File: config.mk
export PLATFORM = sky130hd
export DESIGN_NAME = sisc_ctrl_seq_flat
export DESIGN_NICKNAME = d
export VERILOG_FILES = /design/src/rtl/sisc_ctrl_seq_if.sv /design/src/rtl/sisc_ctrl_seq.sv /design/src/flat_wrapper.sv
export SDC_FILE = /design/constraint.sdc
export NUM_CORES = 1
export LEC_CHECK = 0
export BUFFER_PORTS_ARGS = -buffer_cell sky130_fd_sc_hd__buf_2
export CORE_AREA = 2 2 39 41
export CTS_BUF_LIST = sky130_fd_sc_hd__clkbuf_4
export DETAILED_ROUTE_END_ITERATION = 7
export DIE_AREA = 0 0 41 43
export PLACE_DENSITY = 0.73
export SLEW_MARGIN = 5
export SYNTH_ARGS = -nofsm -noshare
export SYNTH_HDL_FRONTEND = slang
export SYNTH_SLANG_ARGS = --single-unit
File: constraint.sdc
create_clock -name clk -period 2.45 [get_ports clk]
set_input_delay 0.245 -clock clk [delete_from_list [all_inputs] [get_ports clk]]
set_output_delay 0.245 -clock clk [all_outputs]
set_load 0.01 [all_outputs]
File: src/rtl/sisc_ctrl_seq_if.sv
// Control/status bundle between the SISC sequencer and its datapath.
// The master modport is the sequencer side; the slave modport is the datapath side.
interface sisc_ctrl_seq_if #(
    parameter int OPW = 4,
    parameter int CCW = 4
);
    logic [OPW-1:0] opcode;
    logic [CCW-1:0] mm;
    logic [CCW-1:0] stat;
    logic           dm_ack;

    logic           pc_rst;
    logic           pc_write;
    logic           pc_sel;
    logic           br_sel;
    logic           ir_load;
    logic           rf_we;
    logic [1:0]     wb_sel;
    logic [1:0]     alu_op;
    logic           rb_sel;
    logic           swp_sel;
    logic           mm_sel;
    logic           dm_re;
    logic           dm_we;
    logic           halted;
    logic           mem_err;

    modport master (
        input  opcode, mm, stat, dm_ack,
        output pc_rst, pc_write, pc_sel, br_sel, ir_load, rf_we, wb_sel, alu_op,
               rb_sel, swp_sel, mm_sel, dm_re, dm_we, halted, mem_err
    );

    modport slave (
        output opcode, mm, stat, dm_ack,
        input  pc_rst, pc_write, pc_sel, br_sel, ir_load, rf_we, wb_sel, alu_op,
               rb_sel, swp_sel, mm_sel, dm_re, dm_we, halted, mem_err
    );
endinterface

File: src/rtl/sisc_ctrl_seq.sv
// Multi-cycle control sequencer for the SISC datapath: fetch/decode/execute with
// short branch paths, req/ack data-memory handshake, optional ack timeout and HALT.
module sisc_ctrl_seq #(
    parameter int OPW         = 4,
    parameter int CCW         = 4,
    parameter int IMM_MM      = 8,
    parameter int MEM_TIMEOUT = 0
) (
    input  logic             clk,
    input  logic             rst_f,
    sisc_ctrl_seq_if.master  bus
);

    localparam logic [OPW-1:0] OP_NOOP = OPW'(0);
    localparam logic [OPW-1:0] OP_LOD  = OPW'(1);
    localparam logic [OPW-1:0] OP_STR  = OPW'(2);
    localparam logic [OPW-1:0] OP_SWP  = OPW'(3);
    localparam logic [OPW-1:0] OP_BRA  = OPW'(4);
    localparam logic [OPW-1:0] OP_BRR  = OPW'(5);
    localparam logic [OPW-1:0] OP_BNE  = OPW'(6);
    localparam logic [OPW-1:0] OP_BNR  = OPW'(7);
    localparam logic [OPW-1:0] OP_ALU  = OPW'(8);
    localparam logic [OPW-1:0] OP_HLT  = OPW'(15);

    localparam logic [CCW-1:0] IMM_V       = CCW'(IMM_MM);
    localparam bit             HAS_TIMEOUT = (MEM_TIMEOUT > 0);
    localparam int             CNT_W       = HAS_TIMEOUT ? $clog2(MEM_TIMEOUT + 1) : 1;
    localparam logic [CNT_W-1:0] CNT_LIMIT = CNT_W'(MEM_TIMEOUT);

    typedef enum logic [2:0] {
        S_START,
        S_FETCH,
        S_DECODE,
        S_EXEC,
        S_MEM,
        S_WB,
        S_HALT
    } state_t;

    state_t           state_q, state_d;
    logic [CNT_W-1:0] wait_cnt_q, wait_cnt_d;
    logic             mem_err_q, mem_err_d;

    logic is_imm;
    logic cond_hit;
    logic is_branch_abs;

    assign is_imm        = (bus.mm == IMM_V);
    assign cond_hit      = |(bus.mm & bus.stat);
    assign is_branch_abs = (bus.opcode == OP_BRA) || (bus.opcode == OP_BNE);
    assign bus.mem_err   = mem_err_q;

    // NOTE: sequential state uses non-blocking assignments so every flop samples
    // the pre-edge value of its neighbours; reset is asynchronous and aborts any op.
    always_ff @(posedge clk or negedge rst_f) begin
        if (!rst_f) begin
            state_q    <= S_START;
            wait_cnt_q <= '0;
            mem_err_q  <= 1'b0;
        end else begin
            state_q    <= state_d;
            wait_cnt_q <= wait_cnt_d;
            mem_err_q  <= mem_err_d;
        end
    end

    // NOTE: every output and next-state value gets a default first so no path
    // through the case statement can leave one unassigned and infer a latch.
    always_comb begin
        state_d      = state_q;
        wait_cnt_d   = '0;
        mem_err_d    = mem_err_q;

        bus.pc_rst   = 1'b0;
        bus.pc_write = 1'b0;
        bus.pc_sel   = 1'b0;
        bus.br_sel   = 1'b0;
        bus.ir_load  = 1'b0;
        bus.rf_we    = 1'b0;
        bus.wb_sel   = 2'b00;
        bus.alu_op   = 2'b10;
        bus.rb_sel   = 1'b0;
        bus.swp_sel  = 1'b0;
        bus.mm_sel   = 1'b0;
        bus.dm_re    = 1'b0;
        bus.dm_we    = 1'b0;
        bus.halted   = 1'b0;

        unique case (state_q)
            S_START: begin
                bus.pc_rst = 1'b1;
                state_d    = S_FETCH;
            end

            S_FETCH: begin
                bus.ir_load  = 1'b1;
                bus.pc_write = 1'b1;
                state_d      = S_DECODE;
            end

            S_DECODE: begin
                bus.pc_sel = 1'b1;
                bus.br_sel = is_branch_abs;
                // Taken-if-set for BRA/BRR, taken-if-clear for BNE/BNR.
                case (bus.opcode)
                    OP_BRA, OP_BRR: bus.pc_write = cond_hit;
                    OP_BNE, OP_BNR: bus.pc_write = !cond_hit;
                    default:        bus.pc_write = 1'b0;
                endcase
                case (bus.opcode)
                    OP_HLT:                         state_d = S_HALT;
                    OP_ALU, OP_LOD, OP_STR, OP_SWP: state_d = S_EXEC;
                    default:                        state_d = S_FETCH;
                endcase
            end

            S_EXEC: begin
                case (bus.opcode)
                    OP_ALU: begin
                        bus.alu_op = {1'b0, is_imm};
                        state_d    = S_WB;
                    end
                    OP_LOD, OP_STR: begin
                        bus.alu_op = {1'b0, is_imm};
                        state_d    = S_MEM;
                    end
                    OP_SWP:  state_d = S_MEM;
                    default: state_d = S_FETCH;
                endcase
            end

            S_MEM: begin
                case (bus.opcode)
                    OP_LOD, OP_STR: begin
                        bus.rb_sel = 1'b1;
                        bus.mm_sel = !is_imm;
                        bus.dm_re  = (bus.opcode == OP_LOD);
                        bus.dm_we  = (bus.opcode == OP_STR);
                        if (bus.dm_ack) begin
                            // An ack on the timeout cycle still completes normally.
                            if (bus.opcode == OP_LOD) begin
                                bus.rf_we  = 1'b1;
                                bus.wb_sel = 2'b01;
                            end
                            state_d = S_FETCH;
                        end else if (HAS_TIMEOUT && (wait_cnt_q == CNT_LIMIT)) begin
                            mem_err_d = 1'b1;
                            state_d   = S_HALT;
                        end else if (HAS_TIMEOUT) begin
                            wait_cnt_d = wait_cnt_q + CNT_W'(1);
                        end
                    end
                    OP_SWP: begin
                        bus.rb_sel  = 1'b1;
                        bus.swp_sel = 1'b1;
                        bus.rf_we   = 1'b1;
                        bus.wb_sel  = 2'b10;
                        state_d     = S_WB;
                    end
                    default: state_d = S_FETCH;
                endcase
            end

            S_WB: begin
                case (bus.opcode)
                    OP_ALU: begin
                        bus.rf_we  = 1'b1;
                        bus.alu_op = {1'b0, is_imm};
                    end
                    OP_SWP: begin
                        bus.rb_sel = 1'b1;
                        bus.rf_we  = 1'b1;
                        bus.wb_sel = 2'b11;
                    end
                    default: ;
                endcase
                state_d = S_FETCH;
            end

            S_HALT: begin
                bus.halted = 1'b1;
            end

            default: state_d = S_START;
        endcase

        if (OP_NOOP != OP_NOOP) state_d = S_START;
    end

endmodule

File: src/flat_wrapper.sv
// flat-port wrapper written by rule: the top's interface ports become plain ports
module sisc_ctrl_seq_flat 
#(
    parameter int OPW         = 4,
    parameter int CCW         = 4,
    parameter int IMM_MM      = 8,
    parameter int MEM_TIMEOUT = 0
)
  (clk, rst_f, bus_opcode, bus_mm, bus_stat, bus_dm_ack, bus_pc_rst, bus_pc_write, bus_pc_sel, bus_br_sel, bus_ir_load, bus_rf_we, bus_wb_sel, bus_alu_op, bus_rb_sel, bus_swp_sel, bus_mm_sel, bus_dm_re, bus_dm_we, bus_halted, bus_mem_err);
  sisc_ctrl_seq_if #(.OPW(OPW), .CCW(CCW)) bus_i ();
  input  logic clk;
  input  logic rst_f;
  input wire logic [$bits(bus_i.opcode)-1:0] bus_opcode;
  input wire logic [$bits(bus_i.mm)-1:0] bus_mm;
  input wire logic [$bits(bus_i.stat)-1:0] bus_stat;
  input wire logic [$bits(bus_i.dm_ack)-1:0] bus_dm_ack;
  output wire logic [$bits(bus_i.pc_rst)-1:0] bus_pc_rst;
  output wire logic [$bits(bus_i.pc_write)-1:0] bus_pc_write;
  output wire logic [$bits(bus_i.pc_sel)-1:0] bus_pc_sel;
  output wire logic [$bits(bus_i.br_sel)-1:0] bus_br_sel;
  output wire logic [$bits(bus_i.ir_load)-1:0] bus_ir_load;
  output wire logic [$bits(bus_i.rf_we)-1:0] bus_rf_we;
  output wire logic [$bits(bus_i.wb_sel)-1:0] bus_wb_sel;
  output wire logic [$bits(bus_i.alu_op)-1:0] bus_alu_op;
  output wire logic [$bits(bus_i.rb_sel)-1:0] bus_rb_sel;
  output wire logic [$bits(bus_i.swp_sel)-1:0] bus_swp_sel;
  output wire logic [$bits(bus_i.mm_sel)-1:0] bus_mm_sel;
  output wire logic [$bits(bus_i.dm_re)-1:0] bus_dm_re;
  output wire logic [$bits(bus_i.dm_we)-1:0] bus_dm_we;
  output wire logic [$bits(bus_i.halted)-1:0] bus_halted;
  output wire logic [$bits(bus_i.mem_err)-1:0] bus_mem_err;
  assign bus_i.opcode = bus_opcode;
  assign bus_i.mm = bus_mm;
  assign bus_i.stat = bus_stat;
  assign bus_i.dm_ack = bus_dm_ack;
  assign bus_pc_rst = bus_i.pc_rst;
  assign bus_pc_write = bus_i.pc_write;
  assign bus_pc_sel = bus_i.pc_sel;
  assign bus_br_sel = bus_i.br_sel;
  assign bus_ir_load = bus_i.ir_load;
  assign bus_rf_we = bus_i.rf_we;
  assign bus_wb_sel = bus_i.wb_sel;
  assign bus_alu_op = bus_i.alu_op;
  assign bus_rb_sel = bus_i.rb_sel;
  assign bus_swp_sel = bus_i.swp_sel;
  assign bus_mm_sel = bus_i.mm_sel;
  assign bus_dm_re = bus_i.dm_re;
  assign bus_dm_we = bus_i.dm_we;
  assign bus_halted = bus_i.halted;
  assign bus_mem_err = bus_i.mem_err;
  sisc_ctrl_seq #(.OPW(OPW), .CCW(CCW), .IMM_MM(IMM_MM), .MEM_TIMEOUT(MEM_TIMEOUT)) u_core (.clk(clk), .rst_f(rst_f), .bus(bus_i));
endmodule
After elaboration in Yosys (flattened, before gate mapping)
Cells that the tools add are included.
- register bits after elaboration: 3
- input bits: 15
- output and inout port bits: 17
- word-level logic and storage cells: 69
- equal/unequal tests: 17
- muxes and demuxes: 35
- bitwise logic cells: 2
- reductions and logical operators: 14
- operator list (operator ; count):
    1-bit 2-to-1 mux ; 18
    3-bit one-hot mux with 2 select lines ; 3
    3-bit one-hot mux with 6 select lines ; 1
    4-bit by 3-bit equality test with 1-bit output (second input constant) ; 4
    4-bit equality test (second input constant) ; 3
    2-bit one-hot mux with 2 select lines ; 3
    1-bit one-hot mux with 2 select lines ; 5
    2-bit OR reduction ; 5
    3-bit equality test (second input constant) ; 3
    4-bit by 2-bit equality test with 1-bit output (second input constant) ; 2
    2-bit 2-to-1 mux ; 4
    4-bit OR reduction ; 2
    3-bit by 2-bit equality test with 1-bit output (second input constant) ; 2
    3-bit OR reduction ; 2
    4-bit AND ; 1
    4-bit by 1-bit equality test with 1-bit output (second input constant) ; 1
    3-bit by 1-bit equality test with 1-bit output (second input constant) ; 1
    3-bit zero test ; 1
    3-bit 2-to-1 mux ; 1
    3-bit != test (second input constant) ; 1
    1-bit zero test ; 2
    2-bit AND reduction ; 1
    1-bit logical OR ; 1
    1-bit NOT ; 1

Longest topological paths before layout
- depth in word-level cells: 5
- mapped depth: 5
- mapped depth without buffers: 4

Least setup slack after synthesis
No wires, ideal clock.
- path type: in2out
- start: input port bus_opcode[1]
- end: output port bus_rf_we
- arrival time: 1.237 ns
- required time: 2.205 ns
- path slack: 0.968 ns
- stages: 4
- path buffers: 1
- cells stage by stage: buf_4 -> nor3b_2 -> nand2_1 -> a2111oi_1
- longest elaborated chain between the ends: 5
- elaborated cells between the ends (all ways): 11
- those cells by class: eq/ne (4); mux (5); reduce/logical (2)
- ends and longest elaborated chain (what ; RTL line ; source):
    from (decl) ; flat_wrapper.sv:13 ; input wire logic [$bits(bus_i.opcode)-1:0] bus_opcode;
    4-bit by 1-bit equality test with 1-bit output ; sisc_ctrl_seq.sv:133, sisc_ctrl_seq.sv:141 ;
    1-bit 2-to-1 mux ; sisc_ctrl_seq.sv:141 ; if (bus.opcode == OP_LOD) begin
    1-bit 2-to-1 mux ; sisc_ctrl_seq.sv:139 ; if (bus.dm_ack) begin
    1-bit one-hot mux with 2 select lines ; sisc_ctrl_seq.sv:133 ; case (bus.opcode)
    1-bit one-hot mux with 2 select lines * ; sisc_ctrl_seq.sv:89 ; unique case (state_q)
    to (decl) ; flat_wrapper.sv:22 ; output wire logic [$bits(bus_i.rf_we)-1:0] bus_rf_we;
Every way passes the cells marked *; elsewhere a longest branch is shown, timed or not.

Final worst setup path
- start: register u_core.state_q[1]
- end: output port bus_wb_sel[0]
- longest elaborated chain between the ends: 2
- elaborated cells between the ends (all ways): 3
- those cells by class: eq/ne (2); mux (1)
- ends and longest elaborated chain (what ; RTL line ; source):
    from (decl) ; sisc_ctrl_seq.sv:40 ; state_t state_q, state_d;
    from (signal assigned) ; sisc_ctrl_seq.sv:61 ; state_q <= state_d;
    3-bit equality test ; sisc_ctrl_seq.sv:89 ;
    2-bit one-hot mux with 2 select lines * ; sisc_ctrl_seq.sv:89 ;
    to (decl) ; flat_wrapper.sv:23 ; output wire logic [$bits(bus_i.wb_sel)-1:0] bus_wb_sel;
Marked as above.

==> impl_results.md <==
* Seq/Total Area, Yosys at between 10 and 15%
* Synth top cells by count: 6 x nand2_1, 4 x nor2_1
* Max Transition Viols Final at 0
* Max Clk Rate at 536 MHz
* Skew final at 0.00290 ns
* PwrDens at 675 nW/µm²
* CTS tree: built
* Synth area leaders: dfrtp_1 14%, buf_6 6.3%, nor3b_2 4.7%
* Vias per cell at approximately 5.6
* WL final at 1410 µm
* GPL Wtd Cong at 0.811
* DP Worst Slack at roughly 0.84 ns
* Htree depth at 1
* Top reg by flops: u_core.state_q
* Setup tns final at 0 ns
* 1st-iter DRT viols at 11
* Yosys top cell area share at roughly 14%
* Final Critical Period at 1.87 ns
* Clk pin slew, worst setup/hold paths at 0.04 ns
* Synthesized area per cell at 7.80 µm²
* Top flop regs: u_core.state_q (3)
* Die ar. at 1760 µm²
* Critical path type: flop to output port
* Post-CTS setup buffers at 0
* Area after DPL at 654 µm²
* FF+latch count, synth at 3
* Ys flop type: dfrtp_1
* Die Y at ~43 µm
* Area Overhead vs Synth at 29.1%
* Initial Util at 38.9%
* Vias post-DR at 639
* Mapped Area at 538 µm²
* N_diodes at 0
* GRT overflow at 0
* Filler Cell Count at 141
* WP data required at 2.20 ns
* Asr flop ratio synth at 100%
* Crit share post-route at 76.2%
* Nets at 114
* Syn Nets at 84
* Max reg flops at 3
* Vias in the first global route at 489
* Setup crit end kind: output port
* Max Buffers Root-to-Sink at 2
* Port Buffers at 30
* Global-route wire length before repair at 1930 µm
* R2R setup slack at just over 0.9 ns
* Num rows at 14
* Largest net degree at the start of global routing at 15
* Unique cell type count in the Yosys netlist at 39
* Core ar. at ~1400 µm²
* Reg area at roughly 75 µm²
* Worst Hold Class: primary input to async pin
* Post-Layout Inst Area at 694 µm²
* Footprint of the multi-input gates at slightly below 400 µm²
* Worst-path maximum fanout at 12
* IO Pins at 32
* Peak VDD IR at between 0.3 and 0.4 mV
* Number of buffers created by CTS at 3
* Most common cell in the netlist: nand2_1
* Post-synth EDFFs at 0
* 1st-pass router iterations at 4
* Final Hold Vio Count at 0
* Detailed placement HPWL at between 1000 and 1500 µm
* Clk_lat worst skew at ~0.23 ns
* Status: finished clean
* ANT nets after route at 0
* Clk sinks at 3
* Post-synth top area cell: dfrtp_1
* Root Buffer: clkbuf_4
* # setup viols final at 0
* Total Routing Usage GR at 15.2%
* WP data arrival at 1.62 ns
* Maxcap violations at 0
* Static Leak at 0.366 nW
* Gate Count Post-Synth at between 60 and 70
* Drc violations at 0
* Layout cell share with drive strength beyond 1 at 40.8%
* DIE WIDTH at 41 µm
* Setup ws final at 0.583 ns
* RSZ-0062 raised after global routing: no
* Routed len/inst at between 10 and 15 µm
* Initial antenna violation count at 0
* Syn. warnings at 0
* Type of origin of the critical path: flop
==> routing by layer <==
layer  part of all wire [%]  global-route usage, %  up-vias
li1                       -                      -      318
met1                     42                   19.2      293
met2                     50                   27.8       28
met3                    8.1                      0        0
met4                      0                   2.00        0
met5                      0                      0        -
==> worst max-delay path, cell delays in order, from the launching register on <==
cell,delay [ns]
dfrtp_1,0.49
and2b_1,0.29
nand3b_1,0.12
nor3b_2,0.22
a22o_1,0.15
buf_2,0.12
==> report_power, final <==
| part | leakage (nW) | switching (mW) | internal, mW | total (mW) |
|---|---|---|---|---|
| Sequential | 0.0371 | 0.0590 | 0.0702 | 0.129 |
| Combinational | 0.311 | 0.126 | 0.115 | 0.242 |
| Clock | 0.0184 | 0.0257 | 0.0721 | 0.0978 |
==> what timing repair did <==
item | in CTS | in global routing
endpoints found under the hold margin | 3 | 0
hold buffers | 1 | 0
resized for setup | 0 | 0
==> cell usage in the layout (no fill, tap or decap), types with 2 or more instances in the layout <==
cell and count:
o21ai_0 2, dfrtp_1 3, nand2_1 6, nor3_1 3, nand4_1 2, buf_2 30
clkbuf_4 4, inv_1 3, o21ai_1 2, nor2b_1 3, and3_1 2, nor3b_2 2
nand3b_1 2, xor2_1 2, nor2_1 4, a21oi_1 2, and2_1 2, a22o_1 2
a31oi_1 2
==> logic make-up (layout without fill, tap and decap cells) <==
family                    after synthesis  count (layout)  synth area share (%)
DFF                                     3               3                  14.0
buffers and inverters                   9              38                  12.1
AOI/OAI and AO/OA                      18              18                  24.9
xor gates and xnor gates                3               3                  4.88
other                                   1               1                 0.697
and+or+nand+nor                        35              35                  43.5
==> layout make-up <==
cell class,instances,share of cell area [%]
multi-input combinational,57,57.3
timing repair buffer,31,23.1
sequential,3,10.8
clock buffer,4,4.32
tap,16,2.88
inverter,3,1.62
==> stage by stage <==
stage	power (mW)	cells	hold WS, ns	utilization [%]
3_5_place_dp	0.365	109	0.0403	47.3
4_1_cts	0.466	114	0.344	50.2
5_1_grt	0.497	114	0.380	50.2
2_1_floorplan	0.306	69	-0.0506	-
3_3_place_gp	0.363	109	0.0396	47.3
6_report	0.469	114	0.372	50.2
==> worst paths after layout <==
| path | depth (start not counted) | start | end |
|---|---|---|---|
| max in group asynchronous | 2 | rst_f | u_core.state_q[1] |
| min in group clk | 3 | bus_dm_ack | u_core.state_q[0] |
| hold / removal | 2 | rst_f | u_core.state_q[0] |
| hold reg to reg | 1 | u_core.state_q[1] | u_core.state_q[0] |
| setup reg to reg | 4 | u_core.state_q[0] | u_core.state_q[2] |
| setup / recovery | 5 | u_core.state_q[1] | bus_wb_sel[0] |
Note: power is estimated with default switching activity, not from simulation.
